**src/rtl/dsp48a1_slice_pkg.sv**
```systemverilog
// rtl/dsp48a1_slice_pkg.sv - shared widths, OPMODE field positions and X/Z mux encodings
package dsp48a1_slice_pkg;

    localparam int AB_W  = 18;   // A, B, D, BCIN, BCOUT and pre-adder width
    localparam int M_W   = 36;   // multiplier product width
    localparam int P_W   = 48;   // C, PCIN, P, PCOUT and post-adder width
    localparam int OPM_W = 8;    // OPMODE width
    localparam int DX_W  = P_W - 2 * AB_W;  // D bits used by the concatenated X operand

    // OPMODE field bit positions
    localparam int OPM_X_LSB      = 0;  // [1:0] X mux select
    localparam int OPM_Z_LSB      = 2;  // [3:2] Z mux select
    localparam int OPM_PREADD_EN  = 4;  // 1: pre-adder result feeds B1, 0: B0 passes through
    localparam int OPM_CARRY      = 5;  // carry-in source when CARRYINSEL is "OPMODE5"
    localparam int OPM_PRESUB     = 6;  // 1: D - B0, 0: D + B0
    localparam int OPM_POSTSUB    = 7;  // 1: Z - (X + CYI), 0: Z + X + CYI

    typedef enum logic [1:0] {
        X_ZERO = 2'd0,
        X_M    = 2'd1,
        X_P    = 2'd2,
        X_DAB  = 2'd3
    } x_sel_e;

    typedef enum logic [1:0] {
        Z_ZERO = 2'd0,
        Z_PCIN = 2'd1,
        Z_P    = 2'd2,
        Z_C    = 2'd3
    } z_sel_e;

endpackage

```
**src/rtl/dsp48a1_slice_if.sv**
```systemverilog
// rtl/dsp48a1_slice_if.sv - operand, control and result bundle of the DSP slice
//
// master: drives operands (a, b, d, bcin, c, pcin), opmode, carryin and the
//         per-stage clock enables; receives bcout, m, p, pcout, carryout(f).
// slave : the slice itself.
interface dsp48a1_slice_if;
    import dsp48a1_slice_pkg::*;

    logic [AB_W-1:0]  a;
    logic [AB_W-1:0]  b;
    logic [AB_W-1:0]  d;
    logic [AB_W-1:0]  bcin;
    logic [P_W-1:0]   c;
    logic [P_W-1:0]   pcin;
    logic [OPM_W-1:0] opmode;
    logic             carryin;

    logic             cea;
    logic             ceb;
    logic             cec;
    logic             ced;
    logic             cem;
    logic             cep;
    logic             cecarryin;
    logic             ceopmode;

    logic [AB_W-1:0]  bcout;
    logic [M_W-1:0]   m;
    logic [P_W-1:0]   p;
    logic [P_W-1:0]   pcout;
    logic             carryout;
    logic             carryoutf;

    modport master (
        output a, b, d, bcin, c, pcin, opmode, carryin,
        output cea, ceb, cec, ced, cem, cep, cecarryin, ceopmode,
        input  bcout, m, p, pcout, carryout, carryoutf
    );

    modport slave (
        input  a, b, d, bcin, c, pcin, opmode, carryin,
        input  cea, ceb, cec, ced, cem, cep, cecarryin, ceopmode,
        output bcout, m, p, pcout, carryout, carryoutf
    );

endinterface

```
**src/rtl/dsp_pipe_stage.sv**
```systemverilog
// rtl/dsp_pipe_stage.sv - optional pipeline register with clock enable and async active-low reset
//
// Ports: clk, rst_n (async, active low), ce (load enable), d (in), q (out).
// ENABLE=0 turns the stage into a plain wire; clk/ce/rst_n are then ignored.
module dsp_pipe_stage #(
    parameter int WIDTH  = 1,
    parameter int ENABLE = 1
) (
    input  logic             clk,
    input  logic             rst_n,
    input  logic             ce,
    input  logic [WIDTH-1:0] d,
    output logic [WIDTH-1:0] q
);

    generate
        if (ENABLE != 0) begin : g_reg
            logic [WIDTH-1:0] q_r;

            always_ff @(posedge clk or negedge rst_n) begin
                if (!rst_n) begin
                    q_r <= '0;
                end else if (ce) begin
                    q_r <= d;
                end
            end

            assign q = q_r;
        end else begin : g_bypass
            logic unused_ctrl;
            assign unused_ctrl = ^{clk, rst_n, ce};
            assign q = d;
        end
    endgenerate

endmodule

```
**src/rtl/dsp48a1_slice.sv**
```systemverilog
// rtl/dsp48a1_slice.sv - Spartan-6 style DSP slice: pre-adder, 18x18 multiplier, 48-bit post-adder
//
// Ports:
//   clk                         rising-edge clock
//   rsta .. rstopmode           per-stage asynchronous active-low resets
//   bus (dsp48a1_slice_if.slave) operands, opmode, carry-in, clock enables and results
module dsp48a1_slice
    import dsp48a1_slice_pkg::*;
#(
    parameter int    A0REG       = 0,
    parameter int    A1REG       = 1,
    parameter int    B0REG       = 0,
    parameter int    B1REG       = 1,
    parameter int    CREG        = 1,
    parameter int    DREG        = 1,
    parameter int    MREG        = 1,
    parameter int    PREG        = 1,
    parameter int    CARRYINREG  = 1,
    parameter int    CARRYOUTREG = 1,
    parameter int    OPMODEREG   = 1,
    parameter string CARRYINSEL  = "OPMODE5",
    parameter string B_INPUT     = "DIRECT"
) (
    input  logic                 clk,
    input  logic                 rsta,
    input  logic                 rstb,
    input  logic                 rstc,
    input  logic                 rstd,
    input  logic                 rstm,
    input  logic                 rstp,
    input  logic                 rstcarryin,
    input  logic                 rstopmode,
    dsp48a1_slice_if.slave       bus
);

    // Anything other than the exact alternative strings falls back to the default source.
    localparam bit USE_BCIN      = (B_INPUT == "CASCADE");
    localparam bit USE_CARRYIN_PORT = (CARRYINSEL == "CARRYIN");

    logic [AB_W-1:0]  b_src;
    logic [AB_W-1:0]  b0_q;
    logic [AB_W-1:0]  a0_q;
    logic [AB_W-1:0]  a1_q;
    logic [AB_W-1:0]  d_q;
    logic [P_W-1:0]   c_q;
    logic [OPM_W-1:0] opm_q;
    logic [AB_W-1:0]  preadd;
    logic [AB_W-1:0]  b1_q;
    logic [M_W-1:0]   product;
    logic [M_W-1:0]   m_q;
    logic             cyi_src;
    logic             cyi_q;
    logic [P_W-1:0]   x_mux;
    logic [P_W-1:0]   z_mux;
    logic [P_W:0]     post_sum;
    logic [P_W-1:0]   p_q;
    logic             co_q;

    assign b_src = USE_BCIN ? bus.bcin : bus.b;

    // Input stages
    dsp_pipe_stage #(.WIDTH(AB_W), .ENABLE(B0REG)) u_b0 (
        .clk(clk), .rst_n(rstb), .ce(bus.ceb), .d(b_src), .q(b0_q)
    );

    dsp_pipe_stage #(.WIDTH(AB_W), .ENABLE(A0REG)) u_a0 (
        .clk(clk), .rst_n(rsta), .ce(bus.cea), .d(bus.a), .q(a0_q)
    );

    dsp_pipe_stage #(.WIDTH(AB_W), .ENABLE(A1REG)) u_a1 (
        .clk(clk), .rst_n(rsta), .ce(bus.cea), .d(a0_q), .q(a1_q)
    );

    dsp_pipe_stage #(.WIDTH(AB_W), .ENABLE(DREG)) u_d (
        .clk(clk), .rst_n(rstd), .ce(bus.ced), .d(bus.d), .q(d_q)
    );

    dsp_pipe_stage #(.WIDTH(P_W), .ENABLE(CREG)) u_c (
        .clk(clk), .rst_n(rstc), .ce(bus.cec), .d(bus.c), .q(c_q)
    );

    dsp_pipe_stage #(.WIDTH(OPM_W), .ENABLE(OPMODEREG)) u_opm (
        .clk(clk), .rst_n(rstopmode), .ce(bus.ceopmode), .d(bus.opmode), .q(opm_q)
    );

    // Pre-adder: wraps modulo 2^18, same as the hardware.
    always_comb begin
        preadd = b0_q;
        if (opm_q[OPM_PREADD_EN]) begin
            if (opm_q[OPM_PRESUB]) begin
                preadd = d_q - b0_q;
            end else begin
                preadd = d_q + b0_q;
            end
        end
    end

    dsp_pipe_stage #(.WIDTH(AB_W), .ENABLE(B1REG)) u_b1 (
        .clk(clk), .rst_n(rstb), .ce(bus.ceb), .d(preadd), .q(b1_q)
    );

    assign bus.bcout = b1_q;

    // Unsigned 18x18 multiply; operands zero-extended so the product keeps all 36 bits.
    assign product = {{(M_W-AB_W){1'b0}}, a1_q} * {{(M_W-AB_W){1'b0}}, b1_q};

    dsp_pipe_stage #(.WIDTH(M_W), .ENABLE(MREG)) u_m (
        .clk(clk), .rst_n(rstm), .ce(bus.cem), .d(product), .q(m_q)
    );

    assign bus.m = m_q;

    // Carry-in source, then its optional register.
    assign cyi_src = USE_CARRYIN_PORT ? bus.carryin : opm_q[OPM_CARRY];

    dsp_pipe_stage #(.WIDTH(1), .ENABLE(CARRYINREG)) u_cyi (
        .clk(clk), .rst_n(rstcarryin), .ce(bus.cecarryin), .d(cyi_src), .q(cyi_q)
    );

    // X operand select
    always_comb begin
        x_mux = '0;
        case (x_sel_e'(opm_q[OPM_X_LSB +: 2]))
            X_ZERO:  x_mux = '0;
            X_M:     x_mux = {{(P_W-M_W){1'b0}}, m_q};
            X_P:     x_mux = p_q;
            X_DAB:   x_mux = {d_q[DX_W-1:0], a1_q, b1_q};
            default: x_mux = '0;
        endcase
    end

    // Z operand select
    always_comb begin
        z_mux = '0;
        case (z_sel_e'(opm_q[OPM_Z_LSB +: 2]))
            Z_ZERO:  z_mux = '0;
            Z_PCIN:  z_mux = bus.pcin;
            Z_P:     z_mux = p_q;
            Z_C:     z_mux = c_q;
            default: z_mux = '0;
        endcase
    end

    // 49-bit post-adder; in subtract mode bit 48 is the borrow of the two's-complement result.
    always_comb begin
        post_sum = '0;
        if (opm_q[OPM_POSTSUB]) begin
            post_sum = {1'b0, z_mux} - ({1'b0, x_mux} + {{P_W{1'b0}}, cyi_q});
        end else begin
            post_sum = {1'b0, z_mux} + {1'b0, x_mux} + {{P_W{1'b0}}, cyi_q};
        end
    end

    dsp_pipe_stage #(.WIDTH(P_W), .ENABLE(PREG)) u_p (
        .clk(clk), .rst_n(rstp), .ce(bus.cep), .d(post_sum[P_W-1:0]), .q(p_q)
    );

    // Carry-out shares the carry-in enable and reset, as on the original primitive.
    dsp_pipe_stage #(.WIDTH(1), .ENABLE(CARRYOUTREG)) u_co (
        .clk(clk), .rst_n(rstcarryin), .ce(bus.cecarryin), .d(post_sum[P_W]), .q(co_q)
    );

    assign bus.p         = p_q;
    assign bus.pcout     = p_q;
    assign bus.carryout  = co_q;
    assign bus.carryoutf = co_q;

endmodule

```
**src/flat_wrapper.sv**
```systemverilog
// flat-port wrapper written by rule: the top's interface ports become plain ports
module dsp48a1_slice_flat import dsp48a1_slice_pkg::*;
#(
    parameter int    A0REG       = 0,
    parameter int    A1REG       = 1,
    parameter int    B0REG       = 0,
    parameter int    B1REG       = 1,
    parameter int    CREG        = 1,
    parameter int    DREG        = 1,
    parameter int    MREG        = 1,
    parameter int    PREG        = 1,
    parameter int    CARRYINREG  = 1,
    parameter int    CARRYOUTREG = 1,
    parameter int    OPMODEREG   = 1,
    parameter string CARRYINSEL  = "       ",
    parameter string B_INPUT     = "      "
)
  (clk, rsta, rstb, rstc, rstd, rstm, rstp, rstcarryin, rstopmode, bus_a, bus_b, bus_d, bus_bcin, bus_c, bus_pcin, bus_opmode, bus_carryin, bus_cea, bus_ceb, bus_cec, bus_ced, bus_cem, bus_cep, bus_cecarryin, bus_ceopmode, bus_bcout, bus_m, bus_p, bus_pcout, bus_carryout, bus_carryoutf);
  dsp48a1_slice_if bus_i ();
  input  logic clk;
  input  logic rsta;
  input  logic rstb;
  input  logic rstc;
  input  logic rstd;
  input  logic rstm;
  input  logic rstp;
  input  logic rstcarryin;
  input  logic rstopmode;
  input wire logic [$bits(bus_i.a)-1:0] bus_a;
  input wire logic [$bits(bus_i.b)-1:0] bus_b;
  input wire logic [$bits(bus_i.d)-1:0] bus_d;
  input wire logic [$bits(bus_i.bcin)-1:0] bus_bcin;
  input wire logic [$bits(bus_i.c)-1:0] bus_c;
  input wire logic [$bits(bus_i.pcin)-1:0] bus_pcin;
  input wire logic [$bits(bus_i.opmode)-1:0] bus_opmode;
  input wire logic [$bits(bus_i.carryin)-1:0] bus_carryin;
  input wire logic [$bits(bus_i.cea)-1:0] bus_cea;
  input wire logic [$bits(bus_i.ceb)-1:0] bus_ceb;
  input wire logic [$bits(bus_i.cec)-1:0] bus_cec;
  input wire logic [$bits(bus_i.ced)-1:0] bus_ced;
  input wire logic [$bits(bus_i.cem)-1:0] bus_cem;
  input wire logic [$bits(bus_i.cep)-1:0] bus_cep;
  input wire logic [$bits(bus_i.cecarryin)-1:0] bus_cecarryin;
  input wire logic [$bits(bus_i.ceopmode)-1:0] bus_ceopmode;
  output wire logic [$bits(bus_i.bcout)-1:0] bus_bcout;
  output wire logic [$bits(bus_i.m)-1:0] bus_m;
  output wire logic [$bits(bus_i.p)-1:0] bus_p;
  output wire logic [$bits(bus_i.pcout)-1:0] bus_pcout;
  output wire logic [$bits(bus_i.carryout)-1:0] bus_carryout;
  output wire logic [$bits(bus_i.carryoutf)-1:0] bus_carryoutf;
  assign bus_i.a = bus_a;
  assign bus_i.b = bus_b;
  assign bus_i.d = bus_d;
  assign bus_i.bcin = bus_bcin;
  assign bus_i.c = bus_c;
  assign bus_i.pcin = bus_pcin;
  assign bus_i.opmode = bus_opmode;
  assign bus_i.carryin = bus_carryin;
  assign bus_i.cea = bus_cea;
  assign bus_i.ceb = bus_ceb;
  assign bus_i.cec = bus_cec;
  assign bus_i.ced = bus_ced;
  assign bus_i.cem = bus_cem;
  assign bus_i.cep = bus_cep;
  assign bus_i.cecarryin = bus_cecarryin;
  assign bus_i.ceopmode = bus_ceopmode;
  assign bus_bcout = bus_i.bcout;
  assign bus_m = bus_i.m;
  assign bus_p = bus_i.p;
  assign bus_pcout = bus_i.pcout;
  assign bus_carryout = bus_i.carryout;
  assign bus_carryoutf = bus_i.carryoutf;
  dsp48a1_slice #(.A0REG(A0REG), .A1REG(A1REG), .B0REG(B0REG), .B1REG(B1REG), .CREG(CREG), .DREG(DREG), .MREG(MREG), .PREG(PREG), .CARRYINREG(CARRYINREG), .CARRYOUTREG(CARRYOUTREG), .OPMODEREG(OPMODEREG), .CARRYINSEL(CARRYINSEL), .B_INPUT(B_INPUT)) u_core (.clk(clk), .rsta(rsta), .rstb(rstb), .rstc(rstc), .rstd(rstd), .rstm(rstm), .rstp(rstp), .rstcarryin(rstcarryin), .rstopmode(rstopmode), .bus(bus_i));
endmodule
```
**config.mk**
```make
export PLATFORM = sky130hd
export DESIGN_NAME = dsp48a1_slice_flat
export DESIGN_NICKNAME = d
export VERILOG_FILES = /design/src/rtl/dsp48a1_slice_pkg.sv /design/src/rtl/dsp48a1_slice_if.sv /design/src/rtl/dsp_pipe_stage.sv /design/src/rtl/dsp48a1_slice.sv /design/src/flat_wrapper.sv
export SDC_FILE = /design/constraint.sdc
export NUM_CORES = 2
export LEC_CHECK = 0
export BUFFER_PORTS_ARGS = -buffer_cell sky130_fd_sc_hd__buf_2
export CAP_MARGIN = 40
export CELL_PAD_IN_SITES_DETAIL_PLACEMENT = 1
export CELL_PAD_IN_SITES_GLOBAL_PLACEMENT = 1
export CORE_UTILIZATION = 40
export CTS_CLUSTER_DIAMETER = 50
export DETAILED_ROUTE_END_ITERATION = 6
export PLACE_DENSITY_LB_ADDON = 0.2
export SETUP_SLACK_MARGIN = 0.5
export SLEW_MARGIN = 5
export SYNTH_ARGS = -nofsm -noshare
export SYNTH_HDL_FRONTEND = slang
export SYNTH_HIERARCHICAL = 1
export SYNTH_SLANG_ARGS = --single-unit
```
**constraint.sdc**
```tcl
create_clock -name clk -period 12.9 [get_ports clk]
set_clock_uncertainty 0.05 [all_clocks]
set_input_delay 1.935 -clock clk [delete_from_list [all_inputs] [get_ports clk]]
set_output_delay 1.935 -clock clk [all_outputs]
set_load 0.01 [all_outputs]
```
* After elaboration in Yosys (flattened, before gate mapping)
Cells that the tools add are included.
Operators by class: eq/ne operators 6, reduce and logical (&&, ||, !) cells 2, multipliers 1, multiplexer cells 5, $add $sub $neg 6
Operator list (number):
- 48-bit case mux with 4 select lines | 2
- 48-bit by 1-bit adder with 49-bit output | 1
- 48-bit by 48-bit adder with 49-bit output | 1
- 49-bit by 1-bit adder with 49-bit output | 1
- 49-bit 2-to-1 mux | 1
- 48-bit by 49-bit subtractor with 49-bit output | 1
- 18-bit by 18-bit multiplier with 36-bit output | 1
- 18-bit 2-to-1 mux | 2
- 18-bit adder | 1
- 18-bit subtractor | 1
- 2-bit equality test, second input constant | 4
- 2-bit by 1-bit equality test with 1-bit output, second input constant | 2
- 2-bit zero test | 2
Word-level totals: input bits 194, output and inout bits 152, flip-flop bits (word level) 196, word-level logic and storage cells 29

* Logic depth before layout (Yosys ltp)
word-level depth 5, depth in mapped cells 27, mapped depth without buffers 26

* Modules after synthesis
The synthesis kept the hierarchy.
By module, submodules not included:
- dsp48a1_slice | area an instance 20673.6 sq um, sequential area each 0.0 sq um, instances 1, cells an instance 2650
- dsp_pipe_stage at u_core.u_c ... | area an instance 1860.5 sq um, sequential area each 1201.2 sq um, instances 2, cells an instance 101
- dsp_pipe_stage at u_core.u_a1 ... | area an instance 721.9 sq um, sequential area each 450.4 sq um, instances 3, cells an instance 38
- dsp_pipe_stage at u_core.u_m | area an instance 1490.2 sq um, sequential area each 900.9 sq um, instances 1, cells an instance 76
- dsp_pipe_stage at u_core.u_opm | area an instance 331.6 sq um, sequential area each 200.2 sq um, instances 1, cells an instance 17
- dsp_pipe_stage at u_core.u_a0 ... | area an instance 135.1 sq um, sequential area each 0.0 sq um, instances 2, cells an instance 18
- dsp_pipe_stage at u_core.u_co ... | area an instance 40.0 sq um, sequential area each 25.0 sq um, instances 2, cells an instance 2

* Least setup slack after synthesis
No wires, ideal clock.
kind reg-to-reg, start register u_core.u_b1.g_reg.q_r[9], in the netlist u_core/u_b1/q[9], end register u_core.u_m.g_reg.q_r[33], in the netlist u_core/u_m/q[33], buffers on the path 2, setup time 0.125 ns, path slack 6.220 ns, period minus slack after synthesis 6.680 ns, stages on the path, launching flop included 25, data required time 12.725 ns, arrival time 6.506 ns, path through dfrtp_1 > clkbuf_1 > clkbuf_1 > nand2_1 > fa_1 > inv_1 > fa_1 > fa_1 > fa_1 > fa_1 > inv_1 > fa_1 > inv_1 > ha_1 > a21oi_1 > o21bai_1 > a21o_1 > a21o_1 > a21oi_1 > o21ai_0 > o41ai_1 > o21ai_0 > nand4_1 > o311ai_0 > mux2_2
Between the ends: word-level cells in the longest chain between the ends 1
RTL lines:
- from (decl) | line dsp_pipe_stage.sv:18 | logic [WIDTH-1:0] q_r;
- from (signal assigned) | line dsp_pipe_stage.sv:22 | q_r <= '0;
- from (signal assigned) | line dsp_pipe_stage.sv:24 | q_r <= d;
- 18-bit by 18-bit multiplier with 36-bit output | line dsp48a1_slice.sv:105 | assign product = {{(M_W-AB_W){1'b0}}, a1_q} * {{(M_W-AB_W){1'b0}}, b1_q};
- via u_core.product[33] | line dsp48a1_slice.sv:49 | logic [M_W-1:0] product;
- to (signal assigned) | line dsp_pipe_stage.sv:22
- to (signal assigned) | line dsp_pipe_stage.sv:24
- to (decl) | line dsp_pipe_stage.sv:18
The timed path passes the listed nets, and every way through them passes these cells. A chain may end at the register's enable or synchronous reset.

* Worst setup path in the final report
start register u_core.u_a1.g_reg.q_r[10], in the netlist u_core/u_a1/q[10], end register u_core.u_m.g_reg.q_r[33], in the netlist u_core/u_m/q[33]
Between the ends: word-level cells in the longest chain between the ends 1
RTL lines (line):
- from (decl) | dsp_pipe_stage.sv:18
- from (signal assigned) | dsp_pipe_stage.sv:22
- from (signal assigned) | dsp_pipe_stage.sv:24
- 18-bit by 18-bit multiplier with 36-bit output | dsp48a1_slice.sv:105
- via u_core.product[33] | dsp48a1_slice.sv:49
The timed path passes the listed nets, and every way through them passes these cells.

==> metrics.csv <==
metric;value;unit
areaGrowthSynthToFinish;9.63;%
antenna_found_initial;1;
tightest_slew;990;ps
timing.final.crit_share;61.6;%
synth_async_sr_flop_share;100;%
worst_r2r_endpoint;u_core/u_m/q[33]$_DFFE_PN0P_;
grt_pass1_vias;25762;
cp-end-kind;flop;
slew_headroom;34.0;%
holdPathStages;1;
drtIter0Drc;1175;
yosysTopAreaCellShare;18.2;%
vias;23155;
fp-row-count;97;
fin_tns_setup;0;ps
holdPathEnd;u_core/u_c/q[3]$_DFFE_PN0P_;
grt-ovfl-total;0;
clock-root-buffer;clkbuf_16;
crit_chain;nand2_1 -> fa_1 -> inv_1 -> fa_1 -> fa_1 -> fa_1 -> fa_1 -> inv_1 -> fa_1 -> inv_1 -> ha_1 -> a21oi_1 -> o21bai_1 -> a21o_1 -> a21o_1 -> a21oi_1 -> o21ai_0 -> o41ai_1 -> o21ai_0 -> o311ai_0 -> mux2_2;
die-height;270;µm
synth.avg_cell_area;9.27;µm²
cts_sinks;196;
synthTopCellsByArea;fa_1 18%, dfrtp_1 17%, ha_1 12%;
nets;3990;
status;complete, no violations;
post_cts_buffers;0;
final_common_cell;inv_1;
mostFrequentLayoutCells;444 x inv_1, 326 x buf_2, 292 x nand2_1, 267 x ha_1, 261 x fa_1;
rsz0062_at_grt;false;
synth_edf_count;0;
timing_worst_setup_path_type;flop to flop;
grt_max_degree;78;
core;70500;µm²
crit_slowest_cell;dfrtp_1;
finalHoldViolCount;0;
slowest_delay;980;ps
cp-startpoint;u_core/u_a1/q[10]$_DFFE_PN0P_;
critPathBufInv;3;
syn_inst;3099;
r2r_slack;4960;ps
vias_per_cell;5.49;
worstReg2RegStart;u_core/u_a1/q[10]$_DFFE_PN0P_;
yosys_warnings;6;
start_kind;flop;
wl_per_cell;22.7;µm
fp.dieArea;72900;µm²
synth_nets;3821;
ant_nets;0;
reg2reg_depth;21;
cap_violations;0;
place_hpwl;76.2;mm
cts-resized-gates;0;
grt_pass1_wl;150;mm
io_buffers;326;
syn_area;28700;µm²
drive_gt1_share;22.3;%
cts_tree;yes;
dr.pass1.iters;5;
insertion_delay;520;ps
yosys.area.top_type;fa_1;
routed_wl;95.7;mm
gp_congestion;0.906;
critPathMaxFanout;20;
drc;0;
nFillCells;8189;
cp.arrival;8350;ps
cts_buffers;17;
start_util;40.7;%
path_clk_slew;100;ps
ys_types;77;
cts_max_level;4;
hold_path.class;flop to flop;
n_antenna_cell;0;
fmax;0.126;GHz
hp-start;u_core/u_c/q[3]$_DFFE_PN0P_;
track_usage;26.6;%
yosys_most_used_dff;dfrtp_1;
io_pins;346;
cpMostUsedCell;fa_1;
ys_seq_elements;196;
critical-path-top-delay-family;adder cells;
die-width;270;µm
finalSetupViolations;0;
worst_ep_required_time;13310;ps
holdBufCountCts;0;
synth-seq-area-share;17.1;%
drv_slew;0;
post-route-min-period;7940;ps
clk_path_buf_depth;2;
[cell type report]
type	count	area (µm²)	share of cell area, %
Clock inverter	15	179	0.568
Inverter	444	1670	5.29
Tap cell	940	1180	3.73
Clock buffer	17	425	1.35
Timing Repair Buffer	379	2330	7.41
Sequential cell	196	4910	15.6
Multi-Input combinational cell	2230	20800	66.1
[metal layers]
layer	vias up	part of all wire [%]	global-route usage, %	wire (µm)
li1	10518	-	-	-
met2	569	48	45.3	45800
met4	0	2.0	6.19	1910
met1	11962	45	34.6	42800
met3	106	5.3	4.93	5070
met5	-	0	0	0
[worst max-delay path by stage]
stage	endpoint	slack (ps)	cells past startpoint
after detailed placement	u_core/u_m/q[33]$_DFFE_PN0P_	5090	21
after CTS	u_core/u_m/q[33]$_DFFE_PN0P_	5040	21
after global routing	u_core/u_m/q[33]$_DFFE_PN0P_	4580	21
final	u_core/u_m/q[33]$_DFFE_PN0P_	4960	21
after global placement	u_core/u_m/q[32]$_DFFE_PN0P_	5060	24
after floorplan	u_core/u_m/q[33]$_DFFE_PN0P_	6220	24
[cell usage after synthesis, types with 5 or more instances]
| master | n |
|---|---|
| a211oi_1 | 13 |
| a21boi_0 | 7 |
| a21o_1 | 60 |
| a21oi_1 | 151 |
| a221oi_1 | 5 |
| a22o_1 | 65 |
| a22oi_1 | 20 |
| a31oi_1 | 16 |
| and2_1 | 147 |
| and3_1 | 17 |
| and4_1 | 6 |
| buf_1 | 17 |
| buf_12 | 6 |
| buf_4 | 85 |
| buf_6 | 11 |
| clkbuf_1 | 106 |
| dfrtp_1 | 196 |
| fa_1 | 261 |
| ha_1 | 267 |
| inv_1 | 444 |
| mux2_2 | 184 |
| mux2_4 | 110 |
| mux2i_1 | 19 |
| nand2_1 | 292 |
| nand2b_1 | 17 |
| nand3_1 | 28 |
| nand3b_1 | 5 |
| nand4_1 | 8 |
| nor2_1 | 101 |
| nor2b_1 | 35 |
| nor3_1 | 29 |
| nor4_1 | 7 |
| o211ai_1 | 11 |
| o21a_1 | 11 |
| o21ai_0 | 90 |
| o21bai_1 | 22 |
| o31a_1 | 5 |
| o31ai_1 | 5 |
| or3_1 | 7 |
| xnor2_1 | 86 |
| xor2_1 | 49 |
[registers in the layout, indices dropped and copies added, names as in the netlist]
signal          flops
u_core/u_c/q       48
u_core/u_p/q       48
u_core/u_m/q       36
u_core/u_a1/q      18
u_core/u_b1/q      18
u_core/u_d/q       18
u_core/u_opm/q      8
u_core/u_co/q       1
u_core/u_cyi/q      1
[metrics by stage]
stage	instances	hold WS [ps]	utilization, %	setup slack [ps]	area (µm²)
final	4221	455	44.7	4960	31500
after global routing	4221	480	44.7	4580	31500
after CTS	4221	462	44.7	5040	31500
after detailed placement	4189	441	43.8	5090	30900
after global placement	4169	433	43.2	5060	30400
after floorplan	3099	425	-	6220	28700
[cells by family after synthesis]
kind of cell    Yosys count  share of synthesized area, %
xor+xnor                135                          4.12
buf+inv                 673                          10.5
mux                     314                          13.7
simple gates            718                          12.2
fa+ha+maj               528                          29.8
flops                   196                          17.1
compound gates          535                          12.6
Power is left out: the tool's default activity adds up to more than one toggle a clock period on the data nets, which glitch-free logic cannot reach.
